<file path="src/rtl/sisc_pkg.sv">
// Shared definitions for the SISC memory subsystem: bus widths and the
// memory arbiter state encoding.
package sisc_pkg;

    localparam int ADDR_W = 16;
    localparam int DATA_W = 32;

    typedef enum logic [1:0] {
        ST_IDLE = 2'd0,
        ST_BUSY = 2'd1,
        ST_DONE = 2'd2
    } arb_state_e;

    typedef enum logic {
        OWN_IF = 1'b0,
        OWN_LS = 1'b1
    } arb_owner_e;

endpackage

</file>
<file path="src/rtl/mem_arbiter.sv">
// Two-port memory arbiter: instruction fetch vs load/store, one access in
// flight, load/store priority with a starvation override for fetch.
module mem_arbiter
    import sisc_pkg::*;
#(
    parameter int MEM_LAT    = 2,
    parameter int MAX_STARVE = 4
) (
    input  logic              clk,
    input  logic              rst_f,

    input  logic              if_req,
    input  logic [ADDR_W-1:0] if_addr,
    output logic              if_gnt,
    output logic              if_valid,
    output logic [DATA_W-1:0] if_rdata,

    input  logic              ls_req,
    input  logic              ls_we,
    input  logic [ADDR_W-1:0] ls_addr,
    input  logic [DATA_W-1:0] ls_wdata,
    output logic              ls_gnt,
    output logic              ls_valid,
    output logic [DATA_W-1:0] ls_rdata,

    output logic              mem_en,
    output logic              mem_we,
    output logic [ADDR_W-1:0] mem_addr,
    output logic [DATA_W-1:0] mem_wdata,
    input  logic [DATA_W-1:0] mem_rdata
);

    localparam logic [2:0] LAT     = 3'(MEM_LAT);
    localparam logic [3:0] STARVE_MAX = 4'(MAX_STARVE);

    arb_state_e        state_q, state_d;
    arb_owner_e        owner_q, owner_d;
    logic [2:0]        cnt_q, cnt_d;
    logic [3:0]        starve_q, starve_d;
    logic [ADDR_W-1:0] addr_q, addr_d;
    logic              we_q, we_d;
    logic [DATA_W-1:0] wdata_q, wdata_d;
    logic [DATA_W-1:0] if_rdata_q, if_rdata_d;
    logic [DATA_W-1:0] ls_rdata_q, ls_rdata_d;

    logic busy, first_busy;

    always_ff @(posedge clk or negedge rst_f) begin
        if (!rst_f) begin
            state_q    <= ST_IDLE;
            owner_q    <= OWN_IF;
            cnt_q      <= '0;
            starve_q   <= '0;
            addr_q     <= '0;
            we_q       <= 1'b0;
            wdata_q    <= '0;
            if_rdata_q <= '0;
            ls_rdata_q <= '0;
        end else begin
            state_q    <= state_d;
            owner_q    <= owner_d;
            cnt_q      <= cnt_d;
            starve_q   <= starve_d;
            addr_q     <= addr_d;
            we_q       <= we_d;
            wdata_q    <= wdata_d;
            if_rdata_q <= if_rdata_d;
            ls_rdata_q <= ls_rdata_d;
        end
    end

    always_comb begin
        state_d    = state_q;
        owner_d    = owner_q;
        cnt_d      = cnt_q;
        starve_d   = starve_q;
        addr_d     = addr_q;
        we_d       = we_q;
        wdata_d    = wdata_q;
        if_rdata_d = if_rdata_q;
        ls_rdata_d = ls_rdata_q;

        case (state_q)
            ST_IDLE: begin
                if (if_req || ls_req) begin
                    // A saturated starvation count is only ever reached with
                    // if_req pending, so the increment below cannot overflow.
                    if (ls_req && !(if_req && starve_q == STARVE_MAX)) begin
                        owner_d = OWN_LS;
                        addr_d  = ls_addr;
                        we_d    = ls_we;
                        wdata_d = ls_wdata;
                        if (if_req) starve_d = starve_q + 4'd1;
                    end else begin
                        owner_d  = OWN_IF;
                        addr_d   = if_addr;
                        we_d     = 1'b0;
                        wdata_d  = '0;
                        starve_d = '0;
                    end
                    cnt_d   = LAT;
                    state_d = ST_BUSY;
                end
            end
            ST_BUSY: begin
                cnt_d = cnt_q - 3'd1;
                if (cnt_q == 3'd1) begin
                    state_d = ST_DONE;
                    if (!we_q) begin
                        if (owner_q == OWN_IF) if_rdata_d = mem_rdata;
                        else                   ls_rdata_d = mem_rdata;
                    end
                end
            end
            ST_DONE: state_d = ST_IDLE;
            default: state_d = ST_IDLE;
        endcase
    end

    // The counter still holds its load value only in the first BUSY cycle.
    assign busy       = (state_q == ST_BUSY);
    assign first_busy = busy && (cnt_q == LAT);

    assign if_gnt   = first_busy && (owner_q == OWN_IF);
    assign ls_gnt   = first_busy && (owner_q == OWN_LS);
    assign if_valid = (state_q == ST_DONE) && (owner_q == OWN_IF);
    assign ls_valid = (state_q == ST_DONE) && (owner_q == OWN_LS);
    assign if_rdata = if_rdata_q;
    assign ls_rdata = ls_rdata_q;

    assign mem_en    = busy;
    assign mem_we    = busy && we_q;
    assign mem_addr  = busy ? addr_q  : '0;
    assign mem_wdata = busy ? wdata_q : '0;

endmodule

</file>
<file path="config.mk">
export PLATFORM = sky130hd
export DESIGN_NAME = mem_arbiter
export DESIGN_NICKNAME = d
export VERILOG_FILES = /design/src/rtl/sisc_pkg.sv /design/src/rtl/mem_arbiter.sv
export SDC_FILE = /design/constraint.sdc
export NUM_CORES = 1
export LEC_CHECK = 0
export ABC_AREA = 1
export CORE_MARGIN = 1.5
export CORE_UTILIZATION = 40
export CTS_BUF_LIST = sky130_fd_sc_hd__clkbuf_8
export CTS_CLUSTER_DIAMETER = 150
export DETAILED_ROUTE_END_ITERATION = 7
export MAX_ROUTING_LAYER = met4
export PLACE_DENSITY = 0.74
export SLEW_MARGIN = 20
export SYNTH_ARGS = -nofsm -noshare
export SYNTH_HDL_FRONTEND = slang
export SYNTH_SLANG_ARGS = --single-unit
export TNS_END_PERCENT = 20
</file>
<file path="constraint.sdc">
create_clock -name clk -period 3.11 [get_ports clk]
set_input_delay 0.622 -clock clk [delete_from_list [all_inputs] [get_ports clk]]
set_output_delay 0.622 -clock clk [all_outputs]
set_load 0.02 [all_outputs]
</file>
==> flow_summary.ini, run 1 <==
[floorplan]
die_w_um = 120
die_area_um2 = 14300
pin_count = 219
rows = 42
floorplan.initialDensity_pct = 41.1
coreArea_um2 = 13200
die_h_um = 120

[route]
wl_per_cell_um = 13.5
ant_nets = 0
detailedRoute.firstPassIterationCount = 4
drcViolationCount = 0
wl_um = 14300
vias = 4965
avgViaCountPerCell = 4.68
drtIter0Drc = 271

[worst_setup_path]
cp_cell_sequence = inv_2 -> nand2_2 -> inv_1 -> nand3_1 -> nor2_1 -> clkdlybuf4s50_1
path_max_fanout = 7
cp.arrival_ns = 2.08
cp.depth = 6
cp-end-kind = output port
worstRegToRegCells = 7
cp.buffers_inverters = 3
cp_slowest_cell = clkdlybuf4s50_1
crit_family = buffers and inverters
cp-startpoint = state_q[1]$_DFFE_PN0P_
start_kind = register
reg2reg_from = cnt_q[1]$_DFFE_PN0P_
critical-path-max-stage-delay_ns = 0.63
required_ns = 2.49
critical_path_class = register to output port

[clock_network]
clkTransAtPathRegs_ns = 0.07
post_cts_buffers = 0
cts_tree = yes
cts_root_buf = clkbuf_8
cts_sinks = 123
clk_path_buf_depth = 2
cts_buffers = 17
cts_hold_buffers = 0
htreeDepth = 4
ctsResizeCount = 0
clkLatencyLatePin_ns = 0.42

[logic_synthesis]
yosysUniqueCellTypes = 23
synthCells = 660
ys_seq_area_share_pct = 56.5
synth_fp_nets = 766
syn_area_um2 = 5450
avgSynthCellArea_um2 = 8.26
ys_ff_latch = 123
yosys_warnings = 0

[sta]
post-route-min-period_ns = 2.70
max_freq_ghz = 0.370
hold_ws_ns = 0.199
slew_violations = 0
clock_skew_ns = 0.00932
period_share_pct = 86.9
hold_viol_final = 0
worst_pin_slew_ns = 0.707
rsz0062_at_grt = false
setup_violations = 0
slew-limit-headroom_pct = 52.9
finalSetupTns_ns = 0

[placement]
io_buffers = 218
routabilityCongestion = 0.786
placed_area_um2 = 7780
hpwl_um = 10200

[layout]
nets = 979
antenna_cells = 0
drive_above_1_share_pct = 5.54
syn_to_final_growth_pct = 50.2
design_area_um2 = 8190

[pwr]
cellPowerDensity_nw_per_um2 = 1040
peakVddDrop_v = 0.000480
p_leak_uw = 0.00402
finalPower_uw = 8540

[global_routing]
grt_pass1_vias = 4693
antenna_found_initial = 0
grt_max_degree = 65
grt.total_usage_pct = 21.3
overflow = 0
grt_pass1_wl_um = 23400

[outcome]
status = finished clean

[hold_path]
min_path_type = input pin to async pin

[flow_run]
timing.max_cap.violations = 0
==> per-layer routing <==
metal / part of all wire [%] / GRT usage [%]
met3: 8.0 / 5.56
met1: 45 / 27.9
met5: 0 / -
met4: 1.1 / 6.32
met2: 46 / 32.9
==> per-stage QoR <==
stage | setup WS (ns) | utilization, % | instances
floorplan | 1.29 | - | 660
global placement | 0.778 | 58.8 | 1030
detailed placement | 0.741 | 58.8 | 1030
CTS | 0.313 | 61.8 | 1061
global route | 0.199 | 61.8 | 1061
finish | 0.406 | 61.8 | 1061
==> final cells by class <==
type | instances | area (um^2)
Inverter | 129 | 484
Multi-Input combinational cell | 374 | 1730
Sequential cell | 123 | 3080
Timing Repair Buffer | 228 | 2270
Clock inverter | 11 | 129
Tap cell | 176 | 220
Clock buffer | 20 | 275
Fill cell | 1180 | 5060
==> report_power, final <==
group          internal (uW)  switching, uW  leakage (uW)  total, uW
clock network            838            604      0.000223       1440
registers               2360            372       0.00150       2740
logic                   1910           2450       0.00229       4370
total                   5110           3430       0.00402       8540
==> synthesized netlist by cell type (all sizes together) <==
| master | n | area, um^2 |
|---|---|---|
| nand2 | 130 | 493 |
| inv | 129 | 484 |
| dfrtp | 123 | 3080 |
| o21ai | 99 | 495 |
| nand3 | 71 | 380 |
| nor2 | 60 | 235 |
| buf | 26 | 126 |
| clkbuf | 8 | 30.0 |
| ha | 5 | 62.6 |
| a21oi | 3 | 26.3 |
| nand4 | 2 | 12.5 |
| nor3 | 2 | 10.0 |
| o22ai | 1 | 6.26 |
| xor2 | 1 | 8.76 |
==> worst paths after layout <==
| path | end | slack [ns] |
|---|---|---|
| max | if_gnt | 0.41 |
| min | if_rdata[8]$_DFFE_PN0P_ | 0.20 |
| max reg2reg | ls_rdata[0]$_DFFE_PN0P_ | 1.19 |
| min reg2reg | addr_q[5]$_DFFE_PN0P_ | 0.48 |
| max in group asynchronous | ls_rdata[22]$_DFFE_PN0P_ | 2.13 |
| min in group clk | addr_q[5]$_DFFE_PN0P_ | 0.48 |
==> cell usage in the layout (no fill, tap or decap) <==
| cell type | n |
|---|---|
| inv_2 | 3 |
| nor2_1 | 58 |
| o21ai_0 | 35 |
| nor2_2 | 1 |
| buf_4 | 10 |
| clkdlybuf4s50_1 | 217 |
| nand3_1 | 69 |
| a21oi_4 | 1 |
| xor2_1 | 1 |
| buf_12 | 1 |
| clkinv_4 | 1 |
| clkinv_2 | 3 |
| bufinv_16 | 3 |
| nor3_1 | 2 |
| clkbuf_8 | 20 |
| o22ai_1 | 1 |
| nand2_2 | 3 |
| nand3_4 | 2 |
| o21ai_1 | 64 |
| nand4_1 | 2 |
| a21oi_1 | 2 |
| nor2_4 | 1 |
| nand2_1 | 127 |
| dfrtp_1 | 123 |
| inv_1 | 130 |
| ha_1 | 5 |
==> sequential cells by signal, summed over array words and instances (netlist names) <==
register,flops
owner_q,1
we_q,1
addr_q,16
ls_rdata,32
if_rdata,32
state_q,2
cnt_q,3
wdata_q,32
starve_q,4
==> worst reg2reg max path, delay by kind of cell, from the launching register on <==
family | cells | cell delay (ns)
buffers and inverters | 1 | 0.09
and+or+nand+nor | 4 | 1.05
adders and majority gates | 1 | 0.14
DFF | 1 | 0.38
AOI/OAI and AO/OA | 1 | 0.10
==> logic make-up after synthesis <==
family                   count (synthesis)  share of synthesized area (%)
AO/OA/AOI/OAI                          103                           9.69
XOR/XNOR                                 1                          0.161
adder cells (fa/ha/maj)                  5                           1.15
buffers and inverters                  163                           11.8
flip-flops                             123                           56.5
AND/OR/NAND/NOR                        265                           20.8
No activity file was read; power rests on OpenSTA's default activity.
==> inputs of run 2 (changes only) <==
- CORE_UTILIZATION: 40 -> 30
- PLACE_DENSITY: 0.74 -> 0.58
- SLEW_MARGIN: 20 -> unset
==> flow_summary.ini, run 2 (synthesis gave the netlist of run 1 again) <==
[route]
ant_nets = 0
avgViaCountPerCell = 4.31
vias = 4799
wl_per_cell_um = 13.8
detailedRoute.firstPassIterationCount = 4
wl_um = 15400
drcViolationCount = 0
drtIter0Drc = 243

[clock_network]
cts_root_buf = clkbuf_8
clkTransAtPathRegs_ns = 0.08
ctsResizeCount = 0
post_cts_buffers = 0
clkLatencyLatePin_ns = 0.44
clk_path_buf_depth = 2
cts_tree = yes
cts_hold_buffers = 0
cts_sinks = 123
htreeDepth = 4
cts_buffers = 17

[floorplan]
die_h_um = 138
die_area_um2 = 19000
rows = 49
floorplan.initialDensity_pct = 30.4
coreArea_um2 = 17900
die_w_um = 138
pin_count = 219

[sta]
finalSetupTns_ns = 0
post-route-min-period_ns = 2.81
max_freq_ghz = 0.356
slew-limit-headroom_pct = 51.2
rsz0062_at_grt = false
hold_viol_final = 0
worst_pin_slew_ns = 0.732
clock_skew_ns = 0.0153
hold_ws_ns = 0.180
slew_violations = 0
period_share_pct = 90.4
setup_violations = 0

[pwr]
p_int_uw = 5250
p_clk_share_pct = 19.0
p_leak_uw = 0.00402
p_comb_share_pct = 49.8
pwr-share-seq_pct = 31.2
peakVddDrop_v = 0.000471
switching_share_pct = 40.1
cellPowerDensity_nw_per_um2 = 1050
switchingPower_uw = 3510

[worst_setup_path]
path_max_fanout = 43
critical_path_class = register to output port
reg2reg_from = cnt_q[1]$_DFFE_PN0P_
r2r_setup_slack_ns = 1.16
cp.arrival_ns = 2.19
cp-end-kind = output port
required_ns = 2.49
r2r_end = ls_rdata[3]$_DFFE_PN0P_
start_kind = register
worstRegToRegCells = 6

[global_routing]
grt.total_usage_pct = 17.2
antenna_found_initial = 0
grt_max_degree = 65
grt_pass1_wl_um = 24100
grt_pass1_vias = 4756
overflow = 0

[layout]
mostFrequentLayoutCells = clkdlybuf4s50_1, inv_1, nand2_1, dfrtp_1, nand3_1
antenna_cells = 0
final_common_cell = clkdlybuf4s50_1
drive_above_1_share_pct = 5.88
syn_to_final_growth_pct = 52.4
final_cells = 1114
seq_area_um2 = 3080
fillCellCount = 1768
multi_input_area_um2 = 1730
nets = 978

[placement]
routabilityCongestion = 0.785
dp_cells = 1082
hpwl_um = 10700
io_buffers = 218

[flow_run]
timing.max_cap.violations = 0

[hold_path]
min_path_type = input pin to async pin

[outcome]
status = finished clean
[run 2: cell types whose count changed in the layout (fill, tap and decap cells not counted), sizes merged]
cell | previous run | this run
inv | 133 | 132
bufinv | 3 | 5
clkinvlp | 0 | 2
buf | 11 | 10
clkbuf | 20 | 18
[run 2: how the worst max path moves through the flow]
| stage | startpoint | to | slack, ns |
|---|---|---|---|
| finish | state_q[0]$_DFFE_PN0P_ | mem_wdata[5] | 0.30 |
| global route | state_q[1]$_DFFE_PN0P_ | mem_wdata[5] | 0.15 |
| CTS | state_q[0]$_DFFE_PN0P_ | mem_wdata[25] | 0.26 |
| detailed placement | state_q[0]$_DFFE_PN0P_ | mem_wdata[29] | 0.75 |
| global placement | state_q[0]$_DFFE_PN0P_ | mem_addr[5] | 0.77 |
| floorplan | state_q[1]$_DFFE_PN0P_ | if_gnt | 1.29 |
[run 2: area by class of cell]
cell class                      instances  share of cell area [%]
Clock buffer                           18                    2.98
Timing Repair Buffer                  227                    27.2
Tap cell                              229                    3.45
Multi-Input combinational cell        374                    20.9
Clock inverter                         14                    2.62
Inverter                              129                    5.83
Sequential cell                       123                    37.1
[run 2: routing by layer]
layer  wire length, um  share of wire, %  global-route usage (%)
met1              7140                46                    21.7
met2              6740                44                    26.2
met3              1300               8.4                    5.30
met4               227               1.5                    5.61
met5                 0                 0                       -
[run 2: critical path, stage by stage (launching register included)]
cell and delay [ns]:
dfrtp_1 0.42, nand2_2 0.22, buf_4 0.43, nor2_1 0.11
clkdlybuf4s50_1 0.56
[run 2: per-stage QoR]
step | power [uW] | area [um^2] | setup WS, ns | utilization, %
after floorplan | 5080 | 5450 | 1.29 | -
after global placement | 7110 | 7840 | 0.769 | 43.8
after detailed placement | 7170 | 7840 | 0.753 | 43.8
after CTS | 8880 | 8310 | 0.262 | 46.4
after global routing | 9420 | 8310 | 0.155 | 46.4
final | 8760 | 8310 | 0.299 | 46.4
[run 2: power groups by stage]
stage	logic [uW]	clock network [uW]	registers, uW
after CTS	4420	1720	2740
final	4360	1670	2730
after detailed placement	4410	0	2750
after global placement	4380	0	2730
after global routing	4800	1800	2830
after floorplan	1840	0	3240
==> inputs of run 3 (changes only) <==
- RECOVER_POWER: unset -> 100
==> flow_summary.ini, run 3 (synthesis gave the netlist of run 1 again) <==
[worst_setup_path]
r2r_end = ls_rdata[3]$_DFFE_PN0P_
path_max_fanout = 43
required_ns = 2.49
critical-path-max-stage-delay_ns = 0.67
cp-end-kind = output port
start_kind = register
cp_slowest_cell = dlygate4sd3_1
reg2reg_from = cnt_q[1]$_DFFE_PN0P_
cp_cell_sequence = nand2_2 -> buf_4 -> nor2_1 -> dlygate4sd3_1
cp.arrival_ns = 2.26
worstRegToRegCells = 6
r2r_setup_slack_ns = 0.53
cp-startpoint = state_q[0]$_DFFE_PN0P_
crit_family = buffers and inverters
cp.depth = 4
crit_end = mem_wdata[5]
cp.buffers_inverters = 2
critical_path_class = register to output port

[sta]
post-route-min-period_ns = 2.88
period_share_pct = 92.7
slew_violations = 0
slew-limit-headroom_pct = 8.79
hold_viol_final = 0
max_freq_ghz = 0.347
clock_skew_ns = 0.0146
rsz0062_at_grt = false
worst_pin_slew_ns = 1.37
finalSetupTns_ns = 0
setup_violations = 0

[clock_network]
clkTransAtPathRegs_ns = 0.08
ctsResizeCount = 0
cts_buffers = 17
post_cts_buffers = 0
cts_sinks = 123
cts_hold_buffers = 0
htreeDepth = 4
clk_path_buf_depth = 2
clkLatencyLatePin_ns = 0.44
cts_tree = yes
cts_root_buf = clkbuf_8

[pwr]
peakVddDrop_v = 0.000436
finalPower_uw = 8370
p_leak_uw = 0.00416
cellPowerDensity_nw_per_um2 = 1020

[floorplan]
die_area_um2 = 19000
die_w_um = 138
coreArea_um2 = 17900
floorplan.initialDensity_pct = 30.4
rows = 49
pin_count = 219
die_h_um = 138

[placement]
routabilityCongestion = 0.785
hpwl_um = 10700
io_buffers = 218

[layout]
nets = 978
final_common_cell = nand2_1
drive_above_1_share_pct = 5.08
syn_to_final_growth_pct = 51.2
mostFrequentLayoutCells = nand2_1, inv_1, dfrtp_1, dlygate4sd3_1, clkdlybuf4s50_1

[route]
ant_nets = 0
drcViolationCount = 0
avgViaCountPerCell = 4.33
vias = 4825
detailedRoute.firstPassIterationCount = 4
wl_um = 15400
wl_per_cell_um = 13.8
drtIter0Drc = 242

[flow_run]
timing.max_cap.violations = 0

[global_routing]
antenna_found_initial = 1
grt_pass1_wl_um = 24100
grt_pass1_vias = 4756
grt_max_degree = 65
overflow = 0
grt.total_usage_pct = 17.2

[hold_path]
min_path_type = input pin to async pin

[outcome]
status = finished clean
==> run 3: changes by cell type in the layout (fill, tap and decap cells not counted), sizes merged <==
cell and delta:
buf -6, clkdlybuf4s50 -117, clkbuf +6, dlygate4sd3 +117, diode +1
==> run 3: worst min path at each step <==
stage	startpoint	slack (ns)	cells past startpoint	to
finish	rst_f	0.40	1	ls_rdata[4]$_DFFE_PN0P_
global route	rst_f	0.49	1	ls_rdata[11]$_DFFE_PN0P_
CTS	rst_f	0.19	1	if_rdata[11]$_DFFE_PN0P_
detailed placement	addr_q[7]$_DFFE_PN0P_	0.47	2	addr_q[7]$_DFFE_PN0P_
global placement	addr_q[13]$_DFFE_PN0P_	0.46	2	addr_q[13]$_DFFE_PN0P_
floorplan	rst_f	0.33	0	addr_q[0]$_DFFE_PN0P_
==> run 3: final cells by class <==
class                      instances  area [um^2]
fill                            1781         9660
sequential                       123         3080
timing repair buffer             227         2230
multi-input combinational        374         1690
inverter                         129          484
tap                              229          287
clock buffer                      18          248
clock inverter                    14          218
antenna                            1         2.50
==> run 3: where the power goes <==
part	internal, uW	switching (uW)	total [uW]
Clock	980	690	1670
Sequential	2360	347	2710
Combinational	1590	2400	3990
Total	4930	3440	8370
==> run 3: metal layers <==
| metal | global-route usage (%) | wire length, um | part of all wire [%] |
|---|---|---|---|
| met5 | - | 0 | 0 |
| met3 | 5.30 | 1280 | 8.3 |
| met4 | 5.61 | 230 | 1.5 |
| met1 | 21.7 | 7150 | 46 |
| met2 | 26.2 | 6730 | 44 |
==> run 3: worst reg2reg max path, stage by stage (launching register included) <==
cell and delay (ns):
dfrtp_1 0.38, inv_1 0.09, ha_1 0.15, nand2_1 0.07, nor2_1 0.25, nand3_2 0.93
o21ai_0 0.58
==> run 3: stage by stage <==
step / hold slack [ns] / util [%] / instance area (um^2) / setup slack, ns / std cells
2_1_floorplan: 0.326 / - / 5450 / 1.29 / 660
3_5_place_dp: 0.466 / 43.8 / 7840 / 0.753 / 1082
5_1_grt: 0.493 / 46.0 / 8240 / 0.0870 / 1115
6_report: 0.400 / 46.0 / 8240 / 0.226 / 1115
4_1_cts: 0.193 / 46.4 / 8310 / 0.262 / 1114
3_3_place_gp: 0.464 / 43.8 / 7840 / 0.769 / 1082
